<file path="src/rtl/mem_port_arbiter.sv">
// Arbitrates one single-port, 1-cycle-latency BRAM between instruction fetch (IF) and load/store (LS).
// Optional starvation guard for IF is enabled by defining MEM_ARB_STARVE_GUARD_EN.
module mem_port_arbiter #(
    parameter int ADDR_WIDTH   = 32,
    parameter int STARVE_LIMIT = 4
) (
    input  logic                  clk,
    input  logic                  rst,
    input  logic                  if_req,
    input  logic [ADDR_WIDTH-1:0] if_addr,
    output logic                  if_gnt,
    output logic                  if_rvalid,
    output logic [31:0]           if_rdata,
    input  logic                  ls_req,
    input  logic [3:0]            ls_wstrb,
    input  logic [ADDR_WIDTH-1:0] ls_addr,
    input  logic [31:0]           ls_wdata,
    output logic                  ls_gnt,
    output logic                  ls_rvalid,
    output logic [31:0]           ls_rdata,
    output logic                  mem_en,
    output logic [3:0]            mem_we,
    output logic [ADDR_WIDTH-3:0] mem_addr,
    output logic [31:0]           mem_wdata,
    input  logic [31:0]           mem_rdata,
    output logic [1:0]            dbg_resp_owner,
    output logic [3:0]            dbg_starve_cnt
);

    // Handshake: a request is accepted in the cycle where req && gnt; the requester
    // holds req, address and data stable until then. rvalid follows exactly one cycle later.

    typedef enum logic [1:0] {
        OWN_NONE  = 2'd0,
        OWN_IF    = 2'd1,
        OWN_LS_RD = 2'd2
    } owner_t;

    owner_t owner_q, owner_d;
    logic   force_if;
    logic   unused_addr_bits;

`ifdef MEM_ARB_STARVE_GUARD_EN
    logic [3:0] starve_q;

    // Counts consecutive contended LS wins; saturates rather than wrapping.
    always_ff @(posedge clk) begin
        if (rst) begin
            starve_q <= 4'd0;
        end else if (!if_req || if_gnt) begin
            starve_q <= 4'd0;
        end else if (ls_gnt && starve_q != 4'hF) begin
            starve_q <= starve_q + 4'd1;
        end
    end

    assign force_if       = (starve_q == 4'(STARVE_LIMIT));
    assign dbg_starve_cnt = starve_q;
`else
    assign force_if       = 1'b0;
    assign dbg_starve_cnt = 4'd0;
`endif

    // LS holds the older instruction, so it wins contention unless IF is forced.
    assign if_gnt = !rst && if_req && (!ls_req || force_if);
    assign ls_gnt = !rst && ls_req && !(if_req && force_if);

    assign mem_en    = if_gnt | ls_gnt;
    assign mem_we    = ls_gnt ? ls_wstrb : 4'd0;
    assign mem_addr  = ls_gnt ? ls_addr[ADDR_WIDTH-1:2] : if_addr[ADDR_WIDTH-1:2];
    assign mem_wdata = ls_wdata;

    assign unused_addr_bits = ^{if_addr[1:0], ls_addr[1:0]};

    always_comb begin
        owner_d = OWN_NONE;
        if (if_gnt) begin
            owner_d = OWN_IF;
        end else if (ls_gnt && ls_wstrb == 4'd0) begin
            owner_d = OWN_LS_RD;
        end
    end

    always_ff @(posedge clk) begin
        if (rst) begin
            owner_q <= OWN_NONE;
        end else begin
            owner_q <= owner_d;
        end
    end

    // Gating with rst discards a response that was pending when reset arrived.
    assign if_rvalid      = !rst && (owner_q == OWN_IF);
    assign ls_rvalid      = !rst && (owner_q == OWN_LS_RD);
    assign if_rdata       = if_rvalid ? mem_rdata : 32'd0;
    assign ls_rdata       = ls_rvalid ? mem_rdata : 32'd0;
    assign dbg_resp_owner = owner_q;

endmodule
</file>
<file path="config.mk">
export PLATFORM = sky130hd
export DESIGN_NAME = mem_port_arbiter
export DESIGN_NICKNAME = d
export VERILOG_FILES = /design/src/rtl/mem_port_arbiter.sv
export SDC_FILE = /design/constraint.sdc
export NUM_CORES = 1
export LEC_CHECK = 0
export BUFFER_PORTS_ARGS = -buffer_cell sky130_fd_sc_hd__buf_4
export CAP_MARGIN = 10
export CORE_AREA = 4 4 104 106
export CTS_CLUSTER_DIAMETER = 40
export DETAILED_ROUTE_END_ITERATION = 16
export DIE_AREA = 0 0 108 110
export SETUP_SLACK_MARGIN = 0.4
export SLEW_MARGIN = 20
export SYNTH_ARGS = -nofsm -noshare
export SYNTH_HDL_FRONTEND = slang
export SYNTH_SLANG_ARGS = --single-unit
</file>
<file path="constraint.sdc">
create_clock -name clk -period 1.7 [get_ports clk]
set_clock_uncertainty 0.1 [all_clocks]
set_input_delay 0.34 -clock clk [delete_from_list [all_inputs] [get_ports clk]]
set_output_delay 0.34 -clock clk [all_outputs]
set_load 0.01 [all_outputs]
</file>
==> flow_summary.json <==
{
  "power_density_nw_per_um2": 253,
  "syn_area_sq_um": 1400,
  "route.detailed.drc": 0,
  "antenna_found_initial": 0,
  "yosys-top-cells-count": "nor2_1 (69), buf_4 (36), nand2b_1 (35)",
  "grt_max_degree": 20,
  "power.leakage_nw": 2.05,
  "required_ns": 1.26,
  "clk_path_buf_depth": 2,
  "routedWlPerCell_microns": 15.7,
  "antenna_cells": 0,
  "period_share": 0.981,
  "fin_nets": 519,
  "cts_max_level": 1,
  "rsz0062_at_grt": "true",
  "grt_pass1_vias": 2105,
  "critical_path.startpoint_type": "input pin",
  "worst_ep_arrival_time_ns": 1.23,
  "synth_most_common_cell": "nor2_1",
  "fin_area_sq_um": 4360,
  "drive_gt1_frac": 0.979,
  "ant_nets": 0,
  "cts_buffers": 3,
  "synth-async-reset-ratio": 0,
  "crit_path_end_kind": "primary output",
  "syn_inst": 197,
  "synth_edf_count": 0,
  "yosysWarningCount": 0,
  "root_buffer": "clkbuf_8",
  "core-area_sq_um": 9770,
  "dr_total_vias": 2004,
  "whs_ns": 0.260,
  "fin_util": 0.446,
  "ys_seq_area_frac": 0.0285,
  "postCtsHoldBufs": 0,
  "holdPathEnd": "dbg_resp_owner[1]",
  "grt-ovfl-total": 0,
  "crit_fanout": 19,
  "wl_microns": 8070,
  "min_period_ns": 1.67,
  "viasPerCell": 3.89,
  "die_height_microns": 110,
  "clkSlewWorstSetupHoldPaths_ns": 0.03,
  "synth.area.top_cells": "mux2_4 (30%), buf_4 (19%), nor2_1 (18%), nand2b_1 (16%), buf_12 (2.9%)",
  "ys_types": 16,
  "hold_depth": 3,
  "ys_ff_latch": 2,
  "fin_setup_tns_ns": 0,
  "worst-setup-path-type": "in2out",
  "slew_violations": 0,
  "dieArea_sq_um": 11900,
  "hold_path.startpoint": "ls_wstrb[3]",
  "min_path_type": "in2reg",
  "cts_sinks": 2,
  "grt_pass1_wl_microns": 10800,
  "area_growth_pct": 210,
  "hpwl_microns": 6470,
  "row_count": 36,
  "gp_congestion": 0.714,
  "drv_cap": 0,
  "grt_usage": 0.114,
  "place_area_sq_um": 3600,
  "final.setup.worst_slack_ns": 0.0322,
  "finalPower_mw": 1.10,
  "cts_tree": "yes",
  "drt_iter0_drc": 44,
  "fp.dieW_microns": 108,
  "setup_viol": 0,
  "layout.cells.non_filler": 515,
  "dp.cells": 499,
  "hold_viol": 0,
  "yosysTopAreaCell": "mux2_4",
  "io_buffers": 204,
  "ios": 277,
  "peakVddDrop_mv": 0.247,
  "timing.fmax_mhz": 600,
  "post-place-ws_ns": -0.0490,
  "largest_reg_flops": 2,
  "synth_area_per_cell_sq_um": 7.13,
  "start_util": 0.144,
  "ys.flop_type": "dfxtp_1",
  "yosysTopAreaCellShare": 0.299,
  "status": "completed",
  "first_pass_iters": 4
}
[layout by cell type, fill, tap and decap left out, drive strengths merged]
master and n:
mux2 30, buf 228, or4 1, nand2b 35, nor2 69, conb 4
dfxtp 2, clkbuf 6, inv 1, nor3b 2, and2 4
[how the worst max path moves through the flow]
stage,start,end,slack (ns)
final,rst,mem_addr[11],0.03
after detailed placement,rst,mem_addr[18],-0.05
after floorplan,rst,mem_addr[21],0.22
after global routing,rst,mem_addr[18],0.001
after CTS,rst,mem_addr[11],0.007
after global placement,rst,mem_addr[12],-0.05
[metal layers]
layer,global-route usage,wire length (microns),vias to the layer above
li1,-,-,946
met5,0,0,-
met3,0.0396,874,6
met2,0.229,4560,154
met4,0.0180,73,0
met1,0.115,2560,898
[final cells by class]
cell class | count | area, sq um
fillers | 910 | 5420
repair buffers | 230 | 2310
multi-input cells | 145 | 1780
well taps | 133 | 166
flip-flops and latches | 2 | 47.5
clock buffers | 4 | 45.0
inverters | 1 | 6.26
[what timing repair did]
action / 4_1_cts / 5_1_grt
setup endpoints to repair: 103 / 103
pin swaps: 23 / 17
resized for setup: 90 / 60
cloned: 1 / 2
setup buffers: 4 / 5
[worst max-delay path, stage by stage]
cell,delay [ns]
buf_8,0.10
nand2b_4,0.17
buf_12,0.18
mux2_4,0.31
buf_6,0.12
[power by group]
part	internal, mW	switching [mW]
registers	0.0462	0.00157
logic	0.520	0.332
clock network	0.160	0.0448
total	0.726	0.378
[cell families after synthesis]
kind of cell | Yosys count | share of synthesized area
multiplexers | 30 | 0.316
flip-flops | 2 | 0.0285
AND/OR/NAND/NOR | 111 | 0.374
buffers and inverters | 53 | 0.279
other | 1 | 0.00267
No activity file was read; power rests on OpenSTA's default activity.
